===== src/rtl/imem_boot_loader.sv =====
// imem_boot_loader: receives a length-prefixed, XOR-checksummed byte image
// from a host link, assembles little-endian 32-bit words and writes them
// sequentially into the instruction memory. The core is held in reset until
// the image is complete and verified.
// Optional feature macro: LOADER_TIMEOUT_EN (inter-byte timeout, err_code 11).
module imem_boot_loader #(
    parameter int unsigned ADDR_W      = 8
`ifdef LOADER_TIMEOUT_EN
    ,parameter int unsigned TIMEOUT_CYC = 100000
`endif
) (
    input  logic              clk,
    input  logic              reset,
    input  logic              in_valid,
    input  logic [7:0]        in_data,
    output logic              in_ready,
    input  logic              restart,
    output logic              imem_we,
    output logic [ADDR_W-1:0] imem_addr,
    output logic [31:0]       imem_wdata,
    output logic              core_hold,
    output logic              load_done,
    output logic              load_err,
    output logic [1:0]        err_code,
    output logic [ADDR_W:0]   words_loaded
);

    localparam int unsigned DEPTH = 32'(1) << ADDR_W;

    typedef enum logic [2:0] {
        S_LEN_LO = 3'd0,
        S_LEN_HI = 3'd1,
        S_DATA   = 3'd2,
        S_CSUM   = 3'd3,
        S_DONE   = 3'd4,
        S_ERR    = 3'd5
    } state_t;

    state_t            state_q, state_d;
    logic [7:0]        len_lo_q, len_lo_d;
    logic [15:0]       len_q, len_d;
    logic [1:0]        idx_q, idx_d;
    logic [7:0]        csum_q, csum_d;
    logic [31:0]       word_q, word_d;
    logic              we_q, we_d;
    logic [ADDR_W-1:0] addr_q, addr_d;
    logic [31:0]       wdata_q, wdata_d;
    logic [ADDR_W:0]   words_q, words_d;
    logic [1:0]        err_code_q, err_code_d;
    logic              hold_q, hold_d;
    logic              done_q, done_d;
    logic              err_q, err_d;
    logic              accept;
    logic [15:0]       len_in;

`ifdef LOADER_TIMEOUT_EN
    localparam int unsigned TMO_W = $clog2(TIMEOUT_CYC + 1);
    logic [TMO_W-1:0] tmo_q, tmo_d;
    logic             tmo_count;
`endif

    // Host handshake: ready only in receiving states and never during restart
    assign in_ready = !restart &&
                      (state_q inside {S_LEN_LO, S_LEN_HI, S_DATA, S_CSUM});
    assign accept   = in_valid && in_ready;
    assign len_in   = {in_data, len_lo_q};

    // Next-state and datapath update
    always_comb begin
        state_d    = state_q;
        len_lo_d   = len_lo_q;
        len_d      = len_q;
        idx_d      = idx_q;
        csum_d     = csum_q;
        word_d     = word_q;
        we_d       = 1'b0;
        addr_d     = addr_q;
        wdata_d    = wdata_q;
        words_d    = words_q;
        err_code_d = err_code_q;
`ifdef LOADER_TIMEOUT_EN
        tmo_count  = state_q inside {S_LEN_HI, S_DATA, S_CSUM};
        tmo_d      = (restart || accept || !tmo_count) ? '0 : tmo_q + TMO_W'(1);
`endif

        if (restart) begin
            state_d    = S_LEN_LO;
            words_d    = '0;
            csum_d     = '0;
            idx_d      = '0;
            word_d     = '0;
            err_code_d = 2'b00;
        end else begin
            case (state_q)
                S_LEN_LO: begin
                    if (accept) begin
                        len_lo_d = in_data;
                        state_d  = S_LEN_HI;
                    end
                end
                S_LEN_HI: begin
                    if (accept) begin
                        len_d = len_in;
                        if (32'(len_in) > DEPTH) begin
                            state_d    = S_ERR;
                            err_code_d = 2'b01;
                        end else if (len_in == 16'd0) begin
                            csum_d  = '0;
                            state_d = S_CSUM;
                        end else begin
                            idx_d   = '0;
                            csum_d  = '0;
                            state_d = S_DATA;
                        end
                    end
                end
                S_DATA: begin
                    if (accept) begin
                        csum_d = csum_q ^ in_data;
                        idx_d  = idx_q + 2'd1;
                        word_d[{idx_q, 3'b000} +: 8] = in_data;
                        if (idx_q == 2'd3) begin
                            we_d    = 1'b1;
                            addr_d  = words_q[ADDR_W-1:0];
                            wdata_d = {in_data, word_q[23:0]};
                            words_d = words_q + (ADDR_W+1)'(1);
                            if (32'(words_q) + 32'd1 == 32'(len_q)) begin
                                state_d = S_CSUM;
                            end
                        end
                    end
                end
                S_CSUM: begin
                    if (accept) begin
                        if (in_data == csum_q) begin
                            state_d = S_DONE;
                        end else begin
                            state_d    = S_ERR;
                            err_code_d = 2'b10;
                        end
                    end
                end
                default: ;
            endcase
`ifdef LOADER_TIMEOUT_EN
            if (tmo_count && !accept && (32'(tmo_q) + 32'd1 >= TIMEOUT_CYC)) begin
                state_d    = S_ERR;
                err_code_d = 2'b11;
            end
`endif
        end

        done_d = (state_d == S_DONE);
        err_d  = (state_d == S_ERR);
        hold_d = (state_d != S_DONE);
    end

    // State and datapath registers
    always_ff @(posedge clk or posedge reset) begin
        if (reset) begin
            state_q    <= S_LEN_LO;
            len_lo_q   <= '0;
            len_q      <= '0;
            idx_q      <= '0;
            csum_q     <= '0;
            word_q     <= '0;
            we_q       <= 1'b0;
            addr_q     <= '0;
            wdata_q    <= '0;
            words_q    <= '0;
            err_code_q <= 2'b00;
            hold_q     <= 1'b1;
            done_q     <= 1'b0;
            err_q      <= 1'b0;
        end else begin
            state_q    <= state_d;
            len_lo_q   <= len_lo_d;
            len_q      <= len_d;
            idx_q      <= idx_d;
            csum_q     <= csum_d;
            word_q     <= word_d;
            we_q       <= we_d;
            addr_q     <= addr_d;
            wdata_q    <= wdata_d;
            words_q    <= words_d;
            err_code_q <= err_code_d;
            hold_q     <= hold_d;
            done_q     <= done_d;
            err_q      <= err_d;
        end
    end

`ifdef LOADER_TIMEOUT_EN
    // Inter-byte idle counter
    always_ff @(posedge clk or posedge reset) begin
        if (reset) begin
            tmo_q <= '0;
        end else begin
            tmo_q <= tmo_d;
        end
    end
`endif

    assign imem_we      = we_q;
    assign imem_addr    = addr_q;
    assign imem_wdata   = wdata_q;
    assign words_loaded = words_q;
    assign err_code     = err_code_q;
    assign core_hold    = hold_q;
    assign load_done    = done_q;
    assign load_err     = err_q;

endmodule


===== config.mk =====
export PLATFORM = sky130hd
export DESIGN_NAME = imem_boot_loader
export DESIGN_NICKNAME = d
export VERILOG_FILES = /design/src/rtl/imem_boot_loader.sv
export SDC_FILE = /design/constraint.sdc
export NUM_CORES = 1
export LEC_CHECK = 0
export ABC_CLOCK_PERIOD_IN_PS = 6900
export BUFFER_PORTS_ARGS = -buffer_cell sky130_fd_sc_hd__clkbuf_2
export CAP_MARGIN = 10
export CORE_ASPECT_RATIO = 0.75
export CORE_UTILIZATION = 45
export CTS_BUF_LIST = sky130_fd_sc_hd__clkbuf_4 sky130_fd_sc_hd__clkbuf_8 sky130_fd_sc_hd__clkbuf_16
export CTS_CLUSTER_DIAMETER = 50
export CTS_CLUSTER_SIZE = 20
export DETAILED_ROUTE_END_ITERATION = 7
export SKIP_LAST_GASP = 1
export SYNTH_ARGS = -nofsm -noshare
export SYNTH_HDL_FRONTEND = slang
export SYNTH_SLANG_ARGS = --single-unit
export TNS_END_PERCENT = 1

===== constraint.sdc =====
create_clock -name clk -period 6.9 [get_ports clk]
set_clock_uncertainty 0.05 [all_clocks]
set_input_delay 0 -clock clk [delete_from_list [all_inputs] [get_ports clk]]
set_output_delay 0 -clock clk [all_outputs]
set_load 0.05 [all_outputs]

; ---- Word-level counts from Yosys, hierarchy flattened
; Cells that the tools add are included.
[word_totals]
regBits = 124
latch_bits = 0
ram_bits = 0
rom_bits = 0
input_bits = 12
output_inout_bits = 56
elab_cells = 98
n_memories = 0
[classes]
addsub = 4
n_mul = 0
n_div = 0
magnitude_cmp = 1
n_eq_ne = 16
shift = 2
mux = 40
bitwise_logic = 2
reduce_logical = 19
[ops]
columns = op, n
row1 = 32-bit two-way mux, 3
row2 = 9-bit two-way mux, 4
row3 = 32-bit bitwise mux, 1
row4 = 8-bit two-way mux, 4
row5 = "8-bit by 7-bit variable shift with 32-bit output, first input constant", 1
row6 = 8-bit by 7-bit variable part select with 32-bit output, 1
row7 = 3-bit two-way mux, 8
row8 = "3-bit != test, second input constant", 7
row9 = 2-bit two-way mux, 10
row10 = 10-bit by 16-bit equality test with 1-bit output, 1
row11 = "16-bit by 9-bit greater-than comparator with 1-bit output, second input constant", 1
row12 = 16-bit logical NOT, 1
row13 = 8-bit one-hot mux with 2 select lines, 1
row14 = 3-bit one-hot mux with 4 select lines, 1
row15 = "9-bit by 1-bit adder with 10-bit output, second input constant", 1
row16 = 5-bit AND reduction, 2
row17 = "9-bit by 1-bit adder with 9-bit output, second input constant", 1
row18 = 3-bit AND reduction, 3
row19 = 8-bit equality test, 1
row20 = 2-bit one-hot mux with 2 select lines, 2
row21 = 4-bit AND reduction, 2
row22 = 8-bit XOR, 1
row23 = 5-bit negator with 7-bit output, 1
row24 = "3-bit by 2-bit equality test with 1-bit output, second input constant", 2
row25 = other kinds (14), 24

; ---- Logic depth before layout (Yosys ltp)
; Gate-level depths: netlist of run 1.
[logic_depth]
word_depth = 8
ltp_mapped = 7
depth_no_buf = 6

; ---- Worst setup path before layout of run 1
; OpenSTA, ideal clock, no wires.
[synth_path]
path_kind = flip-flop to flip-flop
from = reg words_q[0], in the netlist words_loaded[0]
to = reg state_q[0]
setup_time_ns = 0.095
arrival_ns = 2.165
required_ns = 6.755
setup_slack_ns = 4.590
path_stages_with_launch = 7
n_path_buf = 0
synth_period_minus_slack_ns = 2.310
cell_sequence = dfrtp_1 > ha_1 > nand3_1 > a221oi_1 > nand3_1 > or4_1 > o31ai_1
[synth_between]
elab_chain_len = 7
[synth_rtl]
columns = item, line
row1 = start: declaration, 48  ; logic [ADDR_W:0] words_q, words_d;
row2 = start signal: assignment, 185  ; words_q <= words_d;
row3 = 9-bit by 1-bit adder with 10-bit output, 127  ; if (32'(words_q) + 32'd1 == 32'(len_q)) begin
row4 = 10-bit by 16-bit equality test with 1-bit output, 127
row5 = 3-bit two-way mux, 127
row6 = 3-bit two-way mux, 122  ; if (idx_q == 2'd3) begin
row7 = 3-bit two-way mux, 118  ; if (accept) begin
row8 = 3-bit one-hot mux with 4 select lines, 94  ; case (state_q)
row9 = 3-bit two-way mux, 86  ; if (restart) begin
row10 = net state_d[0], 39  ; state_t state_q, state_d;
row11 = end signal: assignment, 176  ; state_q <= state_d;
row12 = end: declaration, 39
; The timed path passes the listed nets, and every way through them passes these cells.
; A chain may end at the register's enable or synchronous reset.

; ---- Worst setup path in the final report of run 1
[layout_path]
from = reg state_q[2]
to = reg state_q[0]
[layout_between]
elab_chain_len = 7
elab_cells_between_ends = 13
cone_classes = 3 x eq/ne / 6 x mux / 4 x reduce/logical
[layout_rtl]
columns = item, line
row1 = "3-bit by 1-bit equality test with 1-bit output, or another cell as far along", "64, 94"
row2 = 4-bit nonzero test, 64  ; (state_q inside {S_LEN_LO, S_LEN_HI, S_DATA, S_CSUM});
row3 = 1-bit logical AND, 63  ; assign in_ready = !restart &&
row4 = 1-bit logical AND, 65  ; assign accept = in_valid && in_ready;
row5 = "3-bit two-way mux, on equally long branches", -
row6 = 3-bit one-hot mux with 4 select lines *, 94
row7 = 3-bit two-way mux *, 86
row8 = net state_d[0], 39
; The timed path passes the listed nets; every way through them passes the cells marked *.

==> reports/summary.md, run 1 <==
The flow ran to the end, and the final reports show no timing, DRC or antenna violations. In the post-synthesis netlist, the biggest area contributors are dfrtp_1 (55%), nand2_1 (12%), mux2_2 (5.4%). For the final routed database, the setup TNS stands at 0 ns. During synthesis, Yosys emitted a total of 0 warnings.

The part of the power in combinational logic came out at 0.085. The clock sink total is 116. The shortest period the worst path allows was 2.46 ns; the number of buffers created by CTS was 17.

The die covers 12000 µm². The first global-routing pass estimated 20700 µm of wire. For this design, the CTS-stage hold fixing added 10 buffers.

The estimated wirelength of the detail-placed design was 8420 µm; the initial standard-cell utilization of the core was 0.470. The tools report the power consumption as 1840 µW. The total count of hold-check failures in the final report was 0; the path length in cells of the critical path was 7. Setup repair after global routing left no endpoint under its margin.

In the synthesized netlist, the number of instances is 534. The worst supply voltage drop on vdd came out at 175 µV. Pin placement for this block handled 68 I/O pins. The biggest fanout along the worst timing path was 25; the relative slew slack was 0.360. Clock-pin slew of the registers on the worst-case setup and hold paths: 0.06 ns. The area growth from synthesis to layout is 21.8%.

The non-filler instance count after layout was 758. For the number of filler cells placed in the layout, the log shows 978. Counting every net in the synthesized netlist gives 551.

For the pin with the worst max-slew slack, the measured transition is 0.960 ns. The mean area per synthesized cell is 9.78 µm². The later pin in the worst-skew pair is clocked with a latency of 0.41 ns.

The tools report the beginning of the critical path as state_q[2]. The signal on the critical path passes through and4bb_2 > nand3_1 > clkinv_1 > buf_4 > o311a_1 > nand4_1 > o31ai_1. The clock passes through at most 2 buffers. Post-route clock period utilization: 0.357. After synthesis, the netlist uses 47 different library cells. The residual DRC count is 0, and the proportion of total power due to net switching is 0.246.

Path type of the worst min-delay path: in2async. Buffers placed on the I/O ports in this run total 67. The repair_antennas step left the layout with diodes totalling 0. The floorplan die height was 95.3 µm. The worst setup path is captured at a flop. The highest-delay cell along the critical path is dfrtp_1.

Measured in cells, the most critical reg-to-reg path has a length of 7. The area share of the largest cell type after synthesis works out to 0.551. The total overflow reported by the global router is 0, and the data arrival time of the critical path is 2.73 ns. TritonCTS built the clock tree.

Summed over all layers, the routed wires come to 12600 µm. The worst path meets setup with 4.44 ns of slack. The startpoint identified for the worst register-to-register timing path is state_q[2].

Counting flops with a built-in enable in the synthesized netlist gives 0. For this run, the leading register cell type out of synthesis is dfrtp_1. Summed over all instances, the cell type with the most area after synthesis is dfrtp_1.

The cell area after synthesis is 5220 µm². The post-synthesis sequential element count was 116. After floorplanning, the core was divided into 33 placement rows.

The maximum cell stage delay along the critical path was 0.48 ns. In the final design database the tool counted 622 nets. The tools report the startpoint type of the worst setup path as a flop. The placement-stage worst setup slack was 4.49 ns; the reg2reg setup slack was 4.44 ns. The portion of total power attributed to sequential cells is 0.421. The chip width was 126 µm; the via count of the routed design was 4084. Area of the multi-input gates: 2160 µm².

The clock network power share is 0.494. The tools report the count of pins over their slew limit as 0. Once detail routing completed, the nets flagged for antenna violations numbered 0.

Cell at the root of the clock tree: clkbuf_16. By startpoint and endpoint, the worst setup path is classified as reg2reg. The H-tree generated during clock tree synthesis spans 4 levels. Number of buffers and inverters on the critical path: 2. The fraction of synthesis flops using an asynchronous set or reset pin works out to 1.00.

The sequential element share of the synthesized area came out at 0.556. The largest net degree at the start of global routing was 76; the buffer count from post-CTS setup fixing was 0. The core footprint is 11100 µm², and the initial antenna violation count is 0. Average vias per placed instance: 5.39. In this run the critical register-to-register path is captured at state_q[0].

Cell internal power was estimated by the tool at 1390 µW. The number of optimization iterations in the first detailed-route pass was 4; the setup-violating endpoint count in the final report was 0. In this run, post-CTS repair resized a total of 0 instances. The tools report the via count of the first global-routing pass as 3967. Power per standard cell area: 289 nW/µm². The analysis attributes to net switching a power of 453 µW.

Following the worst setup path forward leads to its endpoint at state_q[0]. For this run, the top clock speed supported by timing is 0.406 GHz. The total area of sequential cells was 2900 µm². Counting instances in the post-synthesis netlist gives the leading cell types as nand2_1 (166), dfrtp_1 (115), clkbuf_1 (25), mux2_2 (25), nand3_1 (24). The routed length per instance is 16.6 µm.

Broken down by cell family, the worst path's largest delay share belongs to simple AND/OR/NAND/NOR gates. Total routing usage reported by global routing: 0.229. The proportion of layout cells with a drive suffix above 1 works out to 0.218.

The tool flagged a number of max-cap violations equal to 0. The cell with the most instances after synthesis was nand2_1. The logs give 7.16 ns for the data required time at the worst endpoint and 0.00309 µW for the cell leakage power.

After the first detailed-routing iteration, the DRC count stood at 240. At the end of routability-driven placement, the weighted congestion stood at 0.905. The run gives 715 as the placed cell count.
[logic make-up after synthesis]
group | synth area share
simple gates | 0.220
flops | 0.556
compound gates | 0.0870
buf+inv | 0.0307
mux | 0.0558
xor+xnor | 0.0386
fa+ha+maj | 0.0120
[registers in the layout, summed over array words and instances, names as in the netlist, 3 cells and up]
register and cells:
state_q 3, words_loaded 9, imem_addr 8, csum_q 8, word_q 24, len_q 16
len_lo_q 8, imem_wdata 32
[layer usage]
metal	GRT usage	vias up	part of all wire
met5	0	-	0
met4	0.0783	0	0.010
met3	0.0505	11	0.040
met2	0.375	77	0.47
met1	0.304	2035	0.48
li1	-	1961	-
[worst register-to-register path, delay by kind of cell, from the launching register on]
| kind | cells | cell delay (ns) |
|---|---|---|
| flops | 1 | 0.48 |
| buf+inv | 2 | 0.69 |
| compound gates | 2 | 0.44 |
| simple gates | 3 | 0.70 |
[cell usage in the layout, fill, tap and decap left out, drive strengths merged, types with 2 or more instances in the layout]
cell         count
nor2            19
or4              5
ha               5
nor3             7
mux2            25
o21ai           17
clkinv           8
a21oi           12
nand2b           3
buf              5
clkbuf          85
nor2b            7
nand2          166
bufinv           3
and3             2
nand3           24
xor2            13
a211oi           3
dlygate4sd3     10
dfrtp          115
inv             11
a31oi            8
a22o            16
xnor2           10
o31ai            3
nor4             8
or3             11
nand4            2
[power by group through the flow]
stage	combinational, µW	clock (µW)	sequential [µW]
after floorplan	121	0	769
after global placement	150	0	784
after detailed placement	154	0	784
after CTS	159	924	772
after global routing	174	956	780
final	157	908	773
[cell type report]
| cell class | count | share of cell area |
|---|---|---|
| flip-flops and latches | 116 | 0.457 |
| multi-input cells | 379 | 0.339 |
| repair buffers | 82 | 0.0740 |
| clock buffers | 18 | 0.0690 |
| clock inverters | 14 | 0.0279 |
| well taps | 140 | 0.0275 |
| inverters | 9 | 0.00570 |
[worst min-delay path by stage]
stage	start	to	slack, ns
global placement	reset	imem_wdata[30]	0.004
global route	reset	imem_wdata[4]	0.20
detailed placement	reset	word_q[6]	0.02
CTS	reset	word_q[6]	0.13
floorplan	restart	err_code[1]	0.15
finish	reset	imem_wdata[4]	0.12
[per-stage QoR]
step	hold slack, ns	area (µm²)	utilization
2_1_floorplan	0.148	5220	-
6_report	0.122	6360	0.573
3_5_place_dp	0.0161	5640	0.508
4_1_cts	0.128	6360	0.572
5_1_grt	0.198	6360	0.573
3_3_place_gp	0.00387	5640	0.508
Power figures use the tool's default switching activity.
==> run 2, diff against run 1 <==
--- a/config.mk
+++ b/config.mk
@@ -5,7 +5,7 @@
 export SDC_FILE = /design/constraint.sdc
 export NUM_CORES = 1
 export LEC_CHECK = 0
-export ABC_CLOCK_PERIOD_IN_PS = 6900
+export ABC_CLOCK_PERIOD_IN_PS = 2500
 export BUFFER_PORTS_ARGS = -buffer_cell sky130_fd_sc_hd__clkbuf_2
 export CAP_MARGIN = 10
 export CORE_ASPECT_RATIO = 0.75
==> constraint.sdc (replaced) <==
create_clock -name clk -period 2.5 [get_ports clk]
set_clock_uncertainty 0.05 [all_clocks]
set_input_delay 0 -clock clk [delete_from_list [all_inputs] [get_ports clk]]
set_output_delay 0 -clock clk [all_outputs]
set_load 0.05 [all_outputs]
==> run 2 against run 1 <==
  * Sequential power increased to 2.8 times the previous value
  * Via count down 0.54%
  * Combinational power rose to 2.8 times the previous value
  * Hold slack got worse by 0.11 ns
  * Non-clock buffer count up 9
  * Register-to-register slack got worse by 4.2 ns
  * Critical endpoint unchanged
  * Count of clock-buffer cells in the layout did not move
  * Global-route usage rose by 0.15 points
  * Clock power rose to 2.9 times the previous value
  * Fmax up 8.3%
  * First-iteration DRC count increased by 6.3%
  * Critical path depth shrank 1
==> reports/summary.md, run 2 (synthesis gave the netlist of run 1 again) <==
The maximum cell stage delay along the critical path was 0.50 ns (was 0.48 ns). The run gives 116 (unchanged) as the clock sink total. The count of pins over their slew limit was 0 (unchanged).

The cell leakage power came out at 0.00314 µW (was 0.00309 µW). The tools report the number of DRC markers in iteration 0 as 255 (was 240). The tools report the kind of end point of the critical path as a flop (unchanged).

The tools report the total count of hold-check failures in the final report as 0 (unchanged). The total routing usage reported by global routing is 0.230 (was 0.229), and the quantity of I/O buffers inserted on ports is 67 (unchanged). For the number of levels the H-tree was split into, the log shows 4 (unchanged).

The tools report the setup-violating endpoint count in the final report as 0 (unchanged). Setup repair after global routing left no endpoint under its margin. The number of filler cells placed in the layout is 959 (was 978). TritonCTS built the clock tree.

The area of the die is 12000 µm² (unchanged). The number of flip-flops in the largest register works out to 32 (unchanged). Cell at the root of the clock tree: clkbuf_16 (unchanged). The average vias per placed instance is 5.30 (was 5.39), and the clock insertion delay at the later pin of the skew report is 0.42 ns (was 0.41 ns). The run gives 8600 µm (was 8420 µm) as the estimated wirelength of the detail-placed design. The worst supply voltage drop on vdd was 516 µV (was 175 µV); the core footprint was 11100 µm² (unchanged). For the final routed wirelength across all metal layers, the log shows 12900 µm (was 12600 µm).

The initial standard-cell utilization of the core was 0.470 (unchanged). For the clock tree buffer depth, the log shows 2 (unchanged). The tools report the data arrival time of the critical path as 2.55 ns (was 2.73 ns).

The total overflow reported by the global router is 0 (unchanged), and the number of optimization iterations in the first detailed-route pass is 5 (was 4). The floorplan die height works out to 95.3 µm (unchanged). The logs give 0.329 (was 0.304) for the fraction of met1 tracks used by global routing and 0 (unchanged) for the buffer count from post-CTS setup fixing. The logs give 0 (unchanged) for the max capacitance violation total and 4062 (was 4084) for the via count of the routed design. Cell chain of the critical path: ha_1 > nand3_1 > a221oi_1 > nand3_1 > or4_1 > o31ai_1 (was and4bb_2 > nand3_1 > clkinv_1 > buf_4 > o311a_1 > nand4_1 > o31ai_1). For the number of buffers created by CTS, the log shows 17 (unchanged). The residual DRC count was 0 (unchanged).

The tools report the post-cts resize count as 0 (unchanged). For the antenna violation net count after detailed routing, the log shows 0 (unchanged). For the power consumption, the log shows 5200 µW (was 1840 µW). The via count of the first global-routing pass was 3833 (was 3967); the post-placement cell area was 5740 µm² (was 5640 µm²).

The tools report the share of the core filled with cells as 0.582 (was 0.573). The flow ran to the end, and the final reports show no timing, DRC or antenna violations. Path type of the worst min-delay path: in2reg (was in2async). The proportion of layout cells with a drive suffix above 1 is 0.233 (was 0.218), and the shortest period the worst path allows is 2.27 ns (was 2.46 ns). Highest-delay cell along the critical path: dfrtp_1 (unchanged). The transition time at the pin with the least slew margin is 0.971 ns (was 0.960 ns). The clock-pin slew of the registers on the worst-case setup and hold paths works out to 0.06 ns (about the same). Most heavily used metal layer in global routing: met2 (unchanged). The startpoint type of the worst setup path is a flop (unchanged). For the first-pass GRT wire length, the log shows 20600 µm (was 20700 µm). Largest net degree at the start of global routing: 65 (was 76). The final net count is 631 (was 622), and the met3 capacity usage during global routing is 0.0488 (was 0.0505). The post-route clock period utilization was 0.910 (was 0.357); the floorplan row count was 33 (unchanged).

The area growth from synthesis to layout works out to 23.7% (was 21.8%). The tools report the final estimated routing congestion in global placement as 0.910 (was 0.905). The final worst hold slack is 0.0137 ns (was 0.122 ns). Top library cells by usage in the layout, fill and taps aside: nand2_1 (166), dfrtp_1 (115), clkbuf_2 (67) (unchanged). The tools report the met2 capacity usage during global routing as 0.355 (was 0.375). The type of the worst setup path is reg2reg (unchanged). The run gives 2.77 ns (was 7.16 ns) as the data required time at the worst endpoint. The run gives 8 (was 10) as the cts-stage hold buffer count. The initial antenna violation count is 0 (unchanged). For the top-level I/O count, the log shows 68 (unchanged). The most numerous cell type found on the critical path is nand3_1.

The run gives 0.352 (was 0.360) as the relative slew slack. The antenna diode count is 0 (unchanged). The biggest fanout along the worst timing path works out to 8 (was 25). The top achievable clock speed was 0.440 GHz (was 0.406 GHz). The chip width was 126 µm (unchanged); the setup TNS after final layout was 0 ns (unchanged). The commonest non-fill, non-tap cell in the layout was nand2_1 (unchanged).

The routed length per instance is 16.8 µm (was 16.6 µm). For the final design instance area without fill, the log shows 6460 µm² (was 6360 µm²). The power per standard cell area was 805 nW/µm² (was 289 nW/µm²).
-- run 2: path summary, 6_finish.rpt --
| kind | start | endpoint | slack [ns] | depth (start not counted) |
|---|---|---|---|---|
| worst min-delay path | in_data[2] | imem_wdata[26] | 0.01 | 4 |
| worst min register to register | word_q[14] | imem_wdata[14] | 0.42 | 2 |
| worst max register to register | words_loaded[0] | state_q[0] | 0.23 | 6 |
| min in group asynchronous | reset | imem_wdata[16] | 0.05 | 3 |
| max in group asynchronous | reset | core_hold | 1.54 | 4 |
| worst max-delay path | words_loaded[0] | state_q[0] | 0.23 | 6 |
-- run 2: metal layers --
| metal | vias up | routed length [µm] |
|---|---|---|
| li1 | 1971 | - |
| met1 | 1962 | 6040 |
| met2 | 118 | 5890 |
| met3 | 11 | 846 |
| met4 | 0 | 99 |
| met5 | - | 0 |
-- run 2: report_power, final --
| part | switching [µW] | total, µW | internal, µW |
|---|---|---|---|
| logic | 231 | 445 | 214 |
| clock network | 918 | 2620 | 1710 |
| registers | 121 | 2140 | 2010 |
-- run 2: critical path, delay by kind of cell (launching register included) --
| family | cells | cell delay, ns |
|---|---|---|
| adder cells (fa/ha/maj) | 1 | 0.33 |
| flip-flops | 1 | 0.50 |
| AO/OA/AOI/OAI | 2 | 0.53 |
| AND/OR/NAND/NOR | 3 | 0.77 |
-- run 2: metrics by stage --
step	worst slack (ns)	cells
floorplan	0.190	534
global placement	0.407	727
detailed placement	0.261	727
CTS	0.232	767
global route	0.0669	767
finish	0.225	767
-- run 2: cell type report --
class / count / area (µm²) / area share
sequential: 116 / 2900 / 0.449
clock inverter: 14 / 200 / 0.0310
multi-input combinational: 379 / 2160 / 0.334
clock buffer: 18 / 439 / 0.0680
timing repair buffer: 91 / 548 / 0.0848
tap: 140 / 175 / 0.0271
inverter: 9 / 37.5 / 0.00581
